$ cat src/rtl/debug_display_sched_if.sv
// Bundle between the debug taps / board switches and the display scheduler.
// The master side drives the requester words and board controls; the slave side returns the shown page.
interface debug_display_sched_if #(
   parameter int N_SRC = 4
) ();
   localparam int PW = (N_SRC > 1) ? $clog2(N_SRC) : 1;

   logic [N_SRC-1:0][31:0] i_src_data;
   logic [N_SRC-1:0]       i_src_valid;
   logic                   i_key_n;
   logic                   i_sw_auto;
   logic                   i_sw_freeze;
   logic [31:0]            o_word;
   logic                   o_word_vld;
   logic [PW-1:0]          o_page;
   logic                   o_frozen;

   modport master (
      output i_src_data, i_src_valid, i_key_n, i_sw_auto, i_sw_freeze,
      input  o_word, o_word_vld, o_page, o_frozen
   );

   modport slave (
      input  i_src_data, i_src_valid, i_key_n, i_sw_auto, i_sw_freeze,
      output o_word, o_word_vld, o_page, o_frozen
   );
endinterface

$ cat src/rtl/debug_display_sched.sv
// Picks one of N_SRC debug words for the 8-digit HEX display: auto-rotate on a dwell
// timer or step with a debounced key; freeze holds the shown word.
module debug_display_sched #(
   parameter int N_SRC     = 4,
   parameter int DWELL_CYC = 50_000_000,
   parameter int DEB_CYC   = 500_000
) (
   input  logic                  i_clk,
   input  logic                  i_rst,
   debug_display_sched_if.slave  bus
);
   localparam int PW = (N_SRC > 1) ? $clog2(N_SRC) : 1;
   localparam int DW = $clog2(DWELL_CYC + 1);
   localparam int KW = $clog2(DEB_CYC + 1);

   localparam logic [1:0] S_IDLE   = 2'd0;
   localparam logic [1:0] S_SHOW   = 2'd1;
   localparam logic [1:0] S_FROZEN = 2'd2;

   logic          r_key_s1, r_key_s2, r_key_db, r_press;
   logic [KW-1:0] r_deb_cnt;
   logic [1:0]    r_state;
   logic [PW-1:0] r_page;
   logic [31:0]   r_word;
   logic          r_vld, r_frozen;
   logic [DW-1:0] r_dwell;

   logic [PW-1:0] w_low_page, w_above_page, w_next_page;
   logic          w_found_above;
   logic [31:0]   w_cur_word;
   logic          w_dwell_tc, w_advance, w_any_vld;

   // Key: synchronize, then accept a new level only after DEB_CYC consecutive differing samples.
   always_ff @(posedge i_clk) begin
      if (i_rst) begin
         r_key_s1  <= 1'b1;
         r_key_s2  <= 1'b1;
         r_key_db  <= 1'b1;
         r_deb_cnt <= '0;
         r_press   <= 1'b0;
      end else begin
         r_key_s1 <= bus.i_key_n;
         r_key_s2 <= r_key_s1;
         r_press  <= 1'b0;
         if (r_key_s2 == r_key_db) begin
            r_deb_cnt <= '0;
         end else if (r_deb_cnt == KW'(DEB_CYC - 1)) begin
            r_key_db  <= r_key_s2;
            r_deb_cnt <= '0;
            r_press   <= r_key_db;
         end else begin
            r_deb_cnt <= r_deb_cnt + 1'b1;
         end
      end
   end

   // Descending scans leave the lowest valid index overall and the lowest one above r_page.
   always_comb begin
      w_low_page    = '0;
      w_above_page  = '0;
      w_found_above = 1'b0;
      for (int j = N_SRC - 1; j >= 0; j--) begin
         if (bus.i_src_valid[j]) begin
            w_low_page = PW'(j);
            if (j > int'(r_page)) begin
               w_above_page  = PW'(j);
               w_found_above = 1'b1;
            end
         end
      end
   end

   assign w_any_vld   = |bus.i_src_valid;
   assign w_next_page = w_found_above ? w_above_page : (w_any_vld ? w_low_page : r_page);
   assign w_cur_word  = bus.i_src_data[r_page];
   assign w_dwell_tc  = (r_dwell == DW'(DWELL_CYC - 1));
   assign w_advance   = !bus.i_src_valid[r_page] || r_press || (bus.i_sw_auto && w_dwell_tc);

   always_ff @(posedge i_clk) begin
      if (i_rst) begin
         r_state  <= S_IDLE;
         r_page   <= '0;
         r_word   <= '0;
         r_vld    <= 1'b0;
         r_frozen <= 1'b0;
         r_dwell  <= '0;
      end else begin
         case (r_state)
            S_IDLE: begin
               r_word  <= '0;
               r_vld   <= 1'b0;
               r_dwell <= '0;
               if (w_any_vld && !bus.i_sw_freeze) begin
                  r_state <= S_SHOW;
                  r_page  <= w_low_page;
                  r_word  <= bus.i_src_data[w_low_page];
                  r_vld   <= 1'b1;
               end
            end
            S_SHOW: begin
               r_word <= w_cur_word;
               if (bus.i_sw_freeze) begin
                  r_state  <= S_FROZEN;
                  r_frozen <= 1'b1;
               end else if (!w_any_vld) begin
                  r_state <= S_IDLE;
                  r_word  <= '0;
                  r_vld   <= 1'b0;
                  r_page  <= '0;
                  r_dwell <= '0;
               end else if (w_advance) begin
                  r_page  <= w_next_page;
                  r_dwell <= '0;
               end else begin
                  // Manual mode keeps the timer parked, which also clears it on a mode switch.
                  r_dwell <= bus.i_sw_auto ? r_dwell + 1'b1 : '0;
               end
            end
            S_FROZEN: begin
               if (!bus.i_sw_freeze) begin
                  r_state  <= S_SHOW;
                  r_frozen <= 1'b0;
                  r_dwell  <= '0;
                  r_word   <= w_cur_word;
               end
            end
            default: r_state <= S_IDLE;
         endcase
      end
   end

   assign bus.o_word     = r_word;
   assign bus.o_word_vld = r_vld;
   assign bus.o_page     = r_page;
   assign bus.o_frozen   = r_frozen;
endmodule
$ cat src/flat_wrapper.sv
// flat-port wrapper written by rule: the top's interface ports become plain ports
module debug_display_sched_flat 
#(
   parameter int N_SRC     = 4,
   parameter int DWELL_CYC = 50_000_000,
   parameter int DEB_CYC   = 500_000
)
  (i_clk, i_rst, bus_i_src_data, bus_i_src_valid, bus_i_key_n, bus_i_sw_auto, bus_i_sw_freeze, bus_o_word, bus_o_word_vld, bus_o_page, bus_o_frozen);
  debug_display_sched_if #(.N_SRC(N_SRC)) bus_i ();
  input  logic i_clk;
  input  logic i_rst;
  input wire logic [$bits(bus_i.i_src_data)-1:0] bus_i_src_data;
  input wire logic [$bits(bus_i.i_src_valid)-1:0] bus_i_src_valid;
  input wire logic [$bits(bus_i.i_key_n)-1:0] bus_i_key_n;
  input wire logic [$bits(bus_i.i_sw_auto)-1:0] bus_i_sw_auto;
  input wire logic [$bits(bus_i.i_sw_freeze)-1:0] bus_i_sw_freeze;
  output wire logic [$bits(bus_i.o_word)-1:0] bus_o_word;
  output wire logic [$bits(bus_i.o_word_vld)-1:0] bus_o_word_vld;
  output wire logic [$bits(bus_i.o_page)-1:0] bus_o_page;
  output wire logic [$bits(bus_i.o_frozen)-1:0] bus_o_frozen;
  assign bus_i.i_src_data = bus_i_src_data;
  assign bus_i.i_src_valid = bus_i_src_valid;
  assign bus_i.i_key_n = bus_i_key_n;
  assign bus_i.i_sw_auto = bus_i_sw_auto;
  assign bus_i.i_sw_freeze = bus_i_sw_freeze;
  assign bus_o_word = bus_i.o_word;
  assign bus_o_word_vld = bus_i.o_word_vld;
  assign bus_o_page = bus_i.o_page;
  assign bus_o_frozen = bus_i.o_frozen;
  debug_display_sched #(.N_SRC(N_SRC), .DWELL_CYC(DWELL_CYC), .DEB_CYC(DEB_CYC)) u_core (.i_clk(i_clk), .i_rst(i_rst), .bus(bus_i));
endmodule
$ cat config.mk
export PLATFORM = sky130hd
export DESIGN_NAME = debug_display_sched_flat
export DESIGN_NICKNAME = d
export VERILOG_FILES = /design/src/rtl/debug_display_sched_if.sv /design/src/rtl/debug_display_sched.sv /design/src/flat_wrapper.sv
export SDC_FILE = /design/constraint.sdc
export NUM_CORES = 1
export LEC_CHECK = 0
export BUFFER_PORTS_ARGS = -buffer_cell sky130_fd_sc_hd__buf_4
export CAP_MARGIN = 20
export CORE_MARGIN = 3
export CORE_UTILIZATION = 32
export CTS_CLUSTER_DIAMETER = 60
export DETAILED_ROUTE_END_ITERATION = 7
export PLACE_DENSITY = 0.51
export SLEW_MARGIN = 20
export SYNTH_ARGS = -nofsm -noshare
export SYNTH_HDL_FRONTEND = slang
export SYNTH_SLANG_ARGS = --single-unit
$ cat constraint.sdc
create_clock -name i_clk -period 2.3 [get_ports i_clk]
set_input_delay 0.115 -clock i_clk [delete_from_list [all_inputs] [get_ports i_clk]]
set_output_delay 0.115 -clock i_clk [all_outputs]
set_load 0.03 [all_outputs]
==> impl_results.md, run 1 <==
* Routed len/inst at about 18 µm
* Area growth syn-to-layout at 34.43%
* GP Congestion at 0.8246
* CP startpoint kind: register
* Critical path peak fanout at 6
* Final setup fails at 0
* Largest cells by area after synthesis: dfxtp_1 31%, mux4_2 26%, a22oi_1 4.5%, nor2_1 4.3%, xor2_1 4.3%
* Placed cell count at 914
* Most numerous cell in the Yosys netlist: dfxtp_1
* Endpoints failing hold at 0
* CP Capture Type: register
* Diode count at 0
* Clock Skew at 11.07 ps
* Max Slew Vio Count at 0
* Hold Crit Class: input pin to register
* CTS Buffer Depth at 2
* Die W at 137.6 µm
* Post-synthesis mux area share at 26.96%
* Synth unique cells at 48
* Post-route ant nets at 0
* Max-Cap Viols at 0
* Leakage at 2.725 nW
* Avg Inst Size Synth at between 10 and 15 µm²
* CORE AREA at ~0.017 mm²
* Syn Std Cell Area at between 0.005 and 0.006 mm²
* Post-synth ARST share at 0%
* DIE HEIGHT at 137.6 µm
* Gr ovfl total at 0
* Die area at ~0.019 mm²
* Flops & latches, synth at 87
* Sequential cell area at 0.001744 mm²
* Post-synthesis compound-gate area fraction at 14.00%
* Synth top area share at 31.43%
* Post-Synth Simple-Gate Area at between 15 and 20%
* Vias at roughly 5100
* Placed Area at slightly above 0.007 mm²
* H-tree depth at 3
* Fill count at 1621
* Register-to-Register Path Depth at 8
* Cells after synthesis at between 500 and 600
* Initial Utilization at 33.06%
* Root Driver: clkbuf_16
* Worst Path Required at 2540 ps
* Row count at 47
* WP data arrival at 2270 ps
* YS warnings at 0
* F_max at 493.3 MHz
* Largest net degree at the start of global routing at 50
* Worst Path Class, Setup: register to register
* HPWL Detailed at 12110 µm
* Main flop type after synthesis: dfxtp_1
* Nets at 851
* Clock latency at the later pin of the worst-skew pair at ~340 ps
* Vias in the first global route at between 5000 and 6000
* Peak VDD IR at around 0.31 mV
* PortBufs at 172
* Synthesized Nets at 689
* Multi-input gate area at 0.003608 mm²
* Final non-filler cell area at 0.007450 mm²
* CTS Buf Count at 9
* Largest family of logic cells by synthesized area: multiplexers
* RSZ-0062 raised after global routing: false
* Via density at 5.430
* Proportion of layout cells with a drive suffix above 1 at 41.21%
* Rel. slew slack at 59.83%
* Worst-Margin Slew at 600.3 ps
* Routed WL at 16500 µm
* Sequential area share after synthesis at about a third
* Clock Sink Count at 87
* Most frequent cells after synthesis: 87 x dfxtp_1, 65 x mux4_2, 64 x nor2_1
* TNS Setup at 0 ps
* Adder-Cell Fraction of Synth Area at 1.806%
* TritonCTS clock tree: built
* First-pass GRT wire length at 26060 µm
* Residual DRC count at 0
* Synth Area in XOR/XNOR at 6.796%
* Initial antenna violation count at 0
* Gr usage total at 17.52%
* I/O pin cnt at 173
* Fin cells at 931
* Outcome: complete, no violations
* Final min period at 2027 ps
* Clk slew on worst S/H paths at ~70 ps
* Area leader, netlist: dfxtp_1
* Post-route clock period utilization at 88.14%
* Hold path cells at 2
* Cell Pwr Density at approximately 600 mW/mm²
* TritonRoute pass-1 iters at 5
* Post-CTS sizing at 0
* Post-synth EDFFs at 0
* Core Util, Final at 44.45%
* Drt initial violations at 262
## report_power, final
group	total [mW]	leakage (nW)	internal [mW]	switching, mW
Sequential	1.64	0.707	1.59	0.0505
Clock	1.50	0.144	0.856	0.649
Combinational	1.25	1.87	0.628	0.622
## cells in the final DEF, fill, tap and decap left out, types with 5 or more instances in the layout
master and count:
xnor2_1 16, nand4_1 17, o21ai_0 38, buf_12 5, nor2_2 11, a22oi_1 33, mux4_2 65, nand2_1 17
nor3_1 5, ha_1 8, clkbuf_16 9, xor2_1 27, nor2_1 63, inv_1 11, dfxtp_1 85, buf_4 182
a21oi_1 39, nand3_1 18
## sequential cells by signal (all words and copies together), names as in the netlist
signal                 cells
u_core.r_key_s2            1
u_core.bus.o_word         32
u_core.bus.o_frozen        1
u_core.r_key_db            1
u_core.bus.o_word_vld      1
u_core.r_deb_cnt          19
u_core.r_press             1
u_core.bus.o_page          2
u_core.r_state             2
u_core.r_dwell            26
u_core.r_key_s1            1
## per-layer routing
| layer | vias to the layer above | global-route usage, % | wire length (µm) |
|---|---|---|---|
| met5 | - | 0 | 0 |
| met4 | 0 | 5.654 | 319 |
| met3 | 23 | 4.164 | 1144 |
| met2 | 177 | 29.50 | 8229 |
| met1 | 2454 | 22.17 | 6806 |
| li1 | 2401 | - | - |
## stage by stage
| step | hold WS [ps] | power, mW | setup WS (ps) |
|---|---|---|---|
| 2_1_floorplan | 218.8 | 2.437 | 226.6 |
| 6_report | 61.47 | 4.392 | 272.8 |
| 4_1_cts | 46.68 | 4.461 | 264.7 |
| 3_3_place_gp | 303.6 | 2.916 | 312.8 |
| 5_1_grt | 63.05 | 4.627 | 80.43 |
| 3_5_place_dp | 304.9 | 2.925 | 267.3 |
## critical path, stage by stage (launching register included)
cell and delay (ps):
dfxtp_1 410, inv_1 90, ha_1 290, o21a_1 280, nor4b_1 260, buf_4 210, nand4_1 130, xor2_1 210
nor2_2 40
## cell families after synthesis
kind of cell,Yosys count
AO/OA/AOI/OAI,126
buffers and inverters,48
XOR/XNOR,43
adder cells (fa/ha/maj),8
flip-flops,87
multiplexers,68
AND/OR/NAND/NOR,164
## layout make-up
type / instances / share of cell area, %
Clock buffer: 9 / 3.023
Clock inverter: 7 / 1.058
Inverter: 11 / 0.5542
Multi-Input combinational cell: 409 / 48.44
Sequential cell: 87 / 23.41
Tap cell: 220 / 3.695
Timing Repair Buffer: 188 / 19.82
## what timing repair did
item	CTS	global route
hold endpoints to repair	1	0
setup buffers	0	0
hold buffers	1	0
## final timing paths
kind                                  startpoint                                 end  slack (ps)
setup / recovery  u_core.r_state[0]$_SDFFE_PP0P_     u_core.r_dwell[22]$_SDFFE_PP0P_         270
hold / removal                             i_rst  u_core.bus.o_word_vld$_SDFFE_PP0P_          60
setup reg to reg  u_core.r_state[0]$_SDFFE_PP0P_     u_core.r_dwell[22]$_SDFFE_PP0P_         270
hold reg to reg       u_core.r_key_s1$_SDFF_PP1_          u_core.r_key_s2$_SDFF_PP1_         430
Note: power is estimated with default switching activity, not from simulation.
==> inputs of run 2 (changes only) <==
--- a/config.mk
+++ b/config.mk
@@ -12,4 +12,5 @@
 export CTS_CLUSTER_DIAMETER = 60
 export DETAILED_ROUTE_END_ITERATION = 7
+export HOLD_SLACK_MARGIN = 0.12
 export PLACE_DENSITY = 0.51
 export SLEW_MARGIN = 20
==> constraint.sdc (replaced) <==
create_clock -name i_clk -period 2.3 [get_ports i_clk]
set_input_delay 0.115 -clock i_clk [delete_from_list [all_inputs] [get_ports i_clk]]
set_output_delay 0.115 -clock i_clk [all_outputs]
set_load 0.05 [all_outputs]
==> impl_results.md, run 2 (synthesized netlist as in run 1, its figures left out) <==
* Outcome: complete, no violations
* I/O pin cnt at 173 (unchanged)
* Met1 GRT Util at 22.21% (+0.046 points)
* WHS at 151.5 ps (+90.06 ps)
* Post-route clock period utilization at 87.92% (-0.22 points)
* PortBufs at 172 (unchanged)
* Drt initial violations at 299 (+14%)
* TNS Setup at 0 ps (unchanged)
* Clk slew on worst S/H paths at 70 ps (about the same)
* F_max at 494.5 MHz (+0.25%)
* Die W at 137.6 µm (unchanged)
* TritonCTS clock tree: built
* First-pass GRT wire length at 26100 µm (+0.16%)
* Post-CTS sizing at 0 (unchanged)
* Final setup fails at 0 (unchanged)
* Max-Cap Viols at 0 (unchanged)
* Max reg flops at 32 (unchanged)
* Nets at 855 (+0.47%)
* Row count at 47 (unchanged)
* Vias at 5021 (-0.67%)
* Number of setup buffers added after CTS at 0 (unchanged)
* CTS Buffer Depth at 2 (unchanged)
* Peak VDD IR at 0.3162 mV (+0.44%)
* WP data arrival at 2260 ps (about the same)
* CORE AREA at 0.01676 mm² (unchanged)
* Clock Sink Count at 87 (unchanged)
* Root Driver: clkbuf_16
* Commonest non-fill, non-tap cells in the layout: 182 x buf_4, 85 x dfxtp_1, 65 x mux4_2
* Post-route ant nets at 0 (unchanged)
* Critical path peak fanout at 6 (unchanged)
* CTS Buf Count at 9 (unchanged)
* Worst-Margin Slew at 591.1 ps (-9.159 ps)
* Largest net degree at the start of global routing at 50 (unchanged)
* Worst setup margin at 277.7 ps (+4.973 ps)
* Final non-filler cell area at 0.007490 mm² (+0.54%)
* Worst Path Required at 2540 ps (about the same)
* Routed WL at 16520 µm (about the same)
* Clock latency at the later pin of the worst-skew pair at 340 ps (about the same)
* Endpoints failing hold at 0 (unchanged)
* CP Capture Type: register
* Hold Crit Class: input pin to register
* Crit-path max cell delay at 410 ps (about the same)
* HPWL Detailed at 12110 µm (unchanged)
* Seq pwr share at 36.3% (-1.0 points)
* Gr usage total at 17.55% (+0.023 points)
* Met3 GRT Util at 4.164% (unchanged)
* Switching share of power at 31.65% (+1.6 points)
* Proportion of layout cells with a drive suffix above 1 at 40.98% (-0.23 points)
* Residual DRC count at 0 (unchanged)
* Commonest non-fill, non-tap cell in the layout: buf_4
* Max Slew Vio Count at 0 (unchanged)
* RSZ-0062 raised after global routing: false
* Initial antenna violation count at 0 (unchanged)
* Pre-CTS setup slack at 267.3 ps (unchanged)
* Max stage delay cell, worst path: dfxtp_1
* CP startpoint kind: register
* Vias in the first global route at 5065 (+0.20%)
* Initial Utilization at 33.06% (unchanged)
* DIE HEIGHT at 137.6 µm (unchanged)
* Busiest grt layer: met2
* Cell Int Power at 3.079 mW (+0.27%)
* Worst path cell trace: inv_1 -> ha_1 -> o21a_1 -> nor4b_1 -> buf_4 -> nand4_1 -> xor2_1 -> nor2_2
* Area growth syn-to-layout at 35.15%
* TritonRoute pass-1 iters at 5 (unchanged)
* Leakage at 2.742 nW (+0.64%)
* Cell Pwr Density at 601.4 mW/mm² (+2.0%)
* Die area at 0.01893 mm² (unchanged)
* Met2 Use GR at 29.53% (about the same)
* Worst Path Class, Setup: register to register
* Diode count at 0 (unchanged)
* Clock network power share at 33.4% (-0.9 points)
* GP Congestion at 0.8246 (unchanged)
* Routed len/inst at 17.66 µm (-0.34%)
* Gr ovfl total at 0 (unchanged)
* Via density at 5.370 (-1.1%)
* H-tree depth at 3 (unchanged)
* Switching pwr at 1.425 mW (+7.9%)
* Clock Skew at 10.81 ps (-0.2524 ps)
* Rel. slew slack at 60.45% (+0.61 points)
* Placed Area at 0.007136 mm² (unchanged)
* Final min period at 2022 ps (-4.973 ps)
* Combinational share of power at 30.3% (+1.8 points)
[run 2: cell type report]
type | instances | area (µm²)
Fill cell | 1619 | 9270
Clock buffer | 9 | 225.2
Inverter | 11 | 41.29
Sequential cell | 87 | 1744
Timing Repair Buffer | 192 | 1516
Multi-Input combinational cell | 409 | 3608
Tap cell | 220 | 275.3
Clock inverter | 7 | 78.83
[run 2: final timing paths]
path / from / depth (start not counted) / slack [ps] / end
max: u_core.r_state[0]$_SDFFE_PP0P_ / 8 / 280 / u_core.r_dwell[22]$_SDFFE_PP0P_
min: bus_i_src_valid[0] / 4 / 150 / u_core.bus.o_page[0]$_SDFFE_PP0P_
max reg2reg: u_core.r_state[0]$_SDFFE_PP0P_ / 8 / 280 / u_core.r_dwell[22]$_SDFFE_PP0P_
min reg2reg: u_core.r_key_s1$_SDFF_PP1_ / 1 / 430 / u_core.r_key_s2$_SDFF_PP1_
[run 2: per-stage QoR]
stage,total power [mW],std cells,utilization [%]
3_3_place_gp,3.022,914,42.58
2_1_floorplan,2.542,544,-
5_1_grt,4.742,935,44.69
4_1_cts,4.575,935,44.69
6_report,4.504,935,44.69
3_5_place_dp,3.032,914,42.58
[run 2: repair_timing]
item,in CTS,in global routing
endpoints found under the setup margin,0,0
hold buffers,5,0
hold endpoints to repair,9,0
[run 2: worst max-delay path, delay by kind of cell (launching register included)]
kind	cells	cell delay [ps]
simple gates	3	430
flops	1	410
buf+inv	2	290
fa+ha+maj	1	290
compound gates	1	280
xor+xnor	1	210
[run 2: power groups by stage]
stage | logic, mW | registers [mW] | clock network [mW]
final | 1.36 | 1.64 | 1.50
after global routing | 1.47 | 1.64 | 1.63
after CTS | 1.37 | 1.64 | 1.56
after detailed placement | 1.36 | 1.67 | 0
after global placement | 1.35 | 1.67 | 0
after floorplan | 0.640 | 1.90 | 0
[run 2: layer usage]
metal | up-vias | part of all wire [%]
met5 | - | 0
met4 | 0 | 1.9
met3 | 22 | 6.9
met2 | 173 | 50
met1 | 2418 | 41
li1 | 2408 | -
==> inputs of run 3 (changes only) <==
RECOVER_POWER = 50   (was unset)
==> impl_results.md, run 3 (synthesized netlist as in run 1, its figures left out) <==
* Outcome: complete, no violations
* Max Slew Vio Count at 0 (unchanged)
* Worst Path Class, Setup: register to register
* Worst reg2reg setup slack at 240 ps (-30 ps)
* Vias in the first global route at 5065 (unchanged)
* WP data arrival at 2270 ps (about the same)
* Initial Utilization at 33.06% (unchanged)
* Rel. slew slack at 49.14% (-11 points)
* Root Driver: clkbuf_16
* CP Capture Type: register
* TritonRoute pass-1 iters at 5 (unchanged)
* CORE AREA at 0.01676 mm² (unchanged)
* Hold Crit Class: input pin to register
* Vias at 5039 (+0.36%)
* WHS at 152.7 ps (+1.155 ps)
* Post-route clock period utilization at 89.35% (+1.4 points)
* Routed len/inst at 17.62 µm (-0.22%)
* Worst Path Required at 2520 ps (-20 ps)
* Leakage at 2.595 nW (-5.4%)
* Commonest non-fill, non-tap cell in the layout: buf_4
* Pre-CTS setup slack at 267.3 ps (unchanged)
* Final min period at 2055 ps (+32.83 ps)
* Post-CTS sizing at 0 (unchanged)
* Die W at 137.6 µm (unchanged)
* Residual DRC count at 0 (unchanged)
* Worst-Margin Slew at 762.9 ps (+171.8 ps)
* Commonest non-fill, non-tap cells in the layout: 147 x buf_4, 85 x dfxtp_1, 65 x mux4_2
* CTS Buf Count at 9 (unchanged)
* Endpoints failing hold at 0 (unchanged)
* Register-to-Register Path Depth at 4 (-4)
* Post-route ant nets at 0 (unchanged)
* Placed cell count at 914 (unchanged)
* Max-Cap Viols at 0 (unchanged)
* First-pass GRT wire length at 26100 µm (unchanged)
* Cell Pwr Density at 604.3 mW/mm² (+0.50%)
* RSZ-0062 raised after global routing: false
* Worst r2r dst: u_core.bus.o_word[20]$_SDFFE_PP0P_
* Clock Skew at 10.85 ps (+0.03780 ps)
* HPWL Detailed at 12110 µm (unchanged)
* F_max at 486.6 MHz (-1.6%)
* Final non-filler cell area at 0.007343 mm² (-2.0%)
* Placed Area at 0.007136 mm² (unchanged)
* Max reg flops at 32 (unchanged)
* CP startpoint kind: register
* Diode count at 0 (unchanged)
* Power Total at 4.438 mW (-1.5%)
* GP Congestion at 0.8246 (unchanged)
* Clock latency at the later pin of the worst-skew pair at 340 ps (about the same)
* Peak VDD IR at 0.3067 mV (-3.0%)
* TNS Setup at 0 ps (unchanged)
* Largest net degree at the start of global routing at 50 (unchanged)
* HP Start: bus_i_src_valid[0]
* Clock Sink Count at 87 (unchanged)
* Routed WL at 16480 µm (-0.22%)
* Drt initial violations at 328 (+9.7%)
* TritonCTS clock tree: built
* Proportion of layout cells with a drive suffix above 1 at 35.94% (-5.0 points)
* Clk slew on worst S/H paths at 70 ps (about the same)
* Initial antenna violation count at 0 (unchanged)
* Area growth syn-to-layout at 32.51%
* I/O pin cnt at 173 (unchanged)
* H-tree depth at 3 (unchanged)
* Fin cells at 935 (unchanged)
* Die area at 0.01893 mm² (unchanged)
* Core Util, Final at 43.81% (-0.87 points)
* Fill count at 1653 (+2.1%)
* Critical path peak fanout at 39 (+33)
* Worst R2R Start: u_core.bus.o_page[1]$_SDFFE_PP0P_
* Via density at 5.389 (+0.36%)
* Nets at 855 (unchanged)
* Final setup fails at 0 (unchanged)
* Row count at 47 (unchanged)
* Gr usage total at 17.55% (unchanged)
* Hold path cells at 4 (unchanged)
* PortBufs at 172 (unchanged)
* CTS Buffer Depth at 2 (unchanged)
* Worst setup margin at 244.9 ps (-32.83 ps)
* DIE HEIGHT at 137.6 µm (unchanged)
* Gr ovfl total at 0 (unchanged)
* Hold Path Sink: u_core.bus.o_page[0]$_SDFFE_PP0P_
-- run 3: changes by cell type in the layout (fill, tap and decap cells not counted), sizes merged --
cell	delta
clkbuf	+36
buf	-36
-- run 3: worst max-delay path by stage --
stage / to / from / slack, ps
floorplan: u_core.bus.o_word[10]$_SDFFE_PP0P_ / u_core.bus.o_page[1]$_SDFFE_PP0P_ / 70
global placement: u_core.r_dwell[22]$_SDFFE_PP0P_ / u_core.r_state[1]$_SDFFE_PP0P_ / 310
detailed placement: u_core.r_dwell[22]$_SDFFE_PP0P_ / u_core.r_state[1]$_SDFFE_PP0P_ / 270
CTS: u_core.r_dwell[22]$_SDFFE_PP0P_ / u_core.r_state[1]$_SDFFE_PP0P_ / 260
global route: u_core.bus.o_word[25]$_SDFFE_PP0P_ / u_core.bus.o_page[1]$_SDFFE_PP0P_ / 60
finish: u_core.bus.o_word[20]$_SDFFE_PP0P_ / u_core.bus.o_page[1]$_SDFFE_PP0P_ / 240
-- run 3: per-layer routing --
metal	vias to the layer above	GRT usage (%)	part of all wire (%)
met1	2435	22.21	42
met3	21	4.164	6.6
li1	2409	-	-
met2	174	29.53	50
met5	-	0	0
met4	0	5.654	1.9
-- run 3: report_power, final --
| part | internal, mW | switching [mW] | total (mW) |
|---|---|---|---|
| registers | 1.59 | 0.0475 | 1.63 |
| logic | 0.575 | 0.726 | 1.30 |
| clock network | 0.856 | 0.647 | 1.50 |
-- run 3: repair_timing --
action                     in CTS  in global routing
hold buffers                    5                  0
hold endpoints to repair        9                  0
setup buffers                   0                  0
setup endpoints to repair       0                  0
-- run 3: critical path: stages, from the launching register on --
cell and delay (ps):
dfxtp_2 350, clkbuf_4 630, mux4_2 610, a22oi_1 220
a21oi_1 100
-- run 3: area by class of cell --
class                           count  area (µm²)  share of cell area [%]
Multi-Input combinational cell    409        3606                   49.11
Clock buffer                        9       225.2                   3.067
Clock inverter                      7       78.83                   1.073
Inverter                           11       41.29                  0.5623
Tap cell                          220       275.3                   3.749
Sequential cell                    87        1744                   23.75
Timing Repair Buffer              192        1373                   18.69
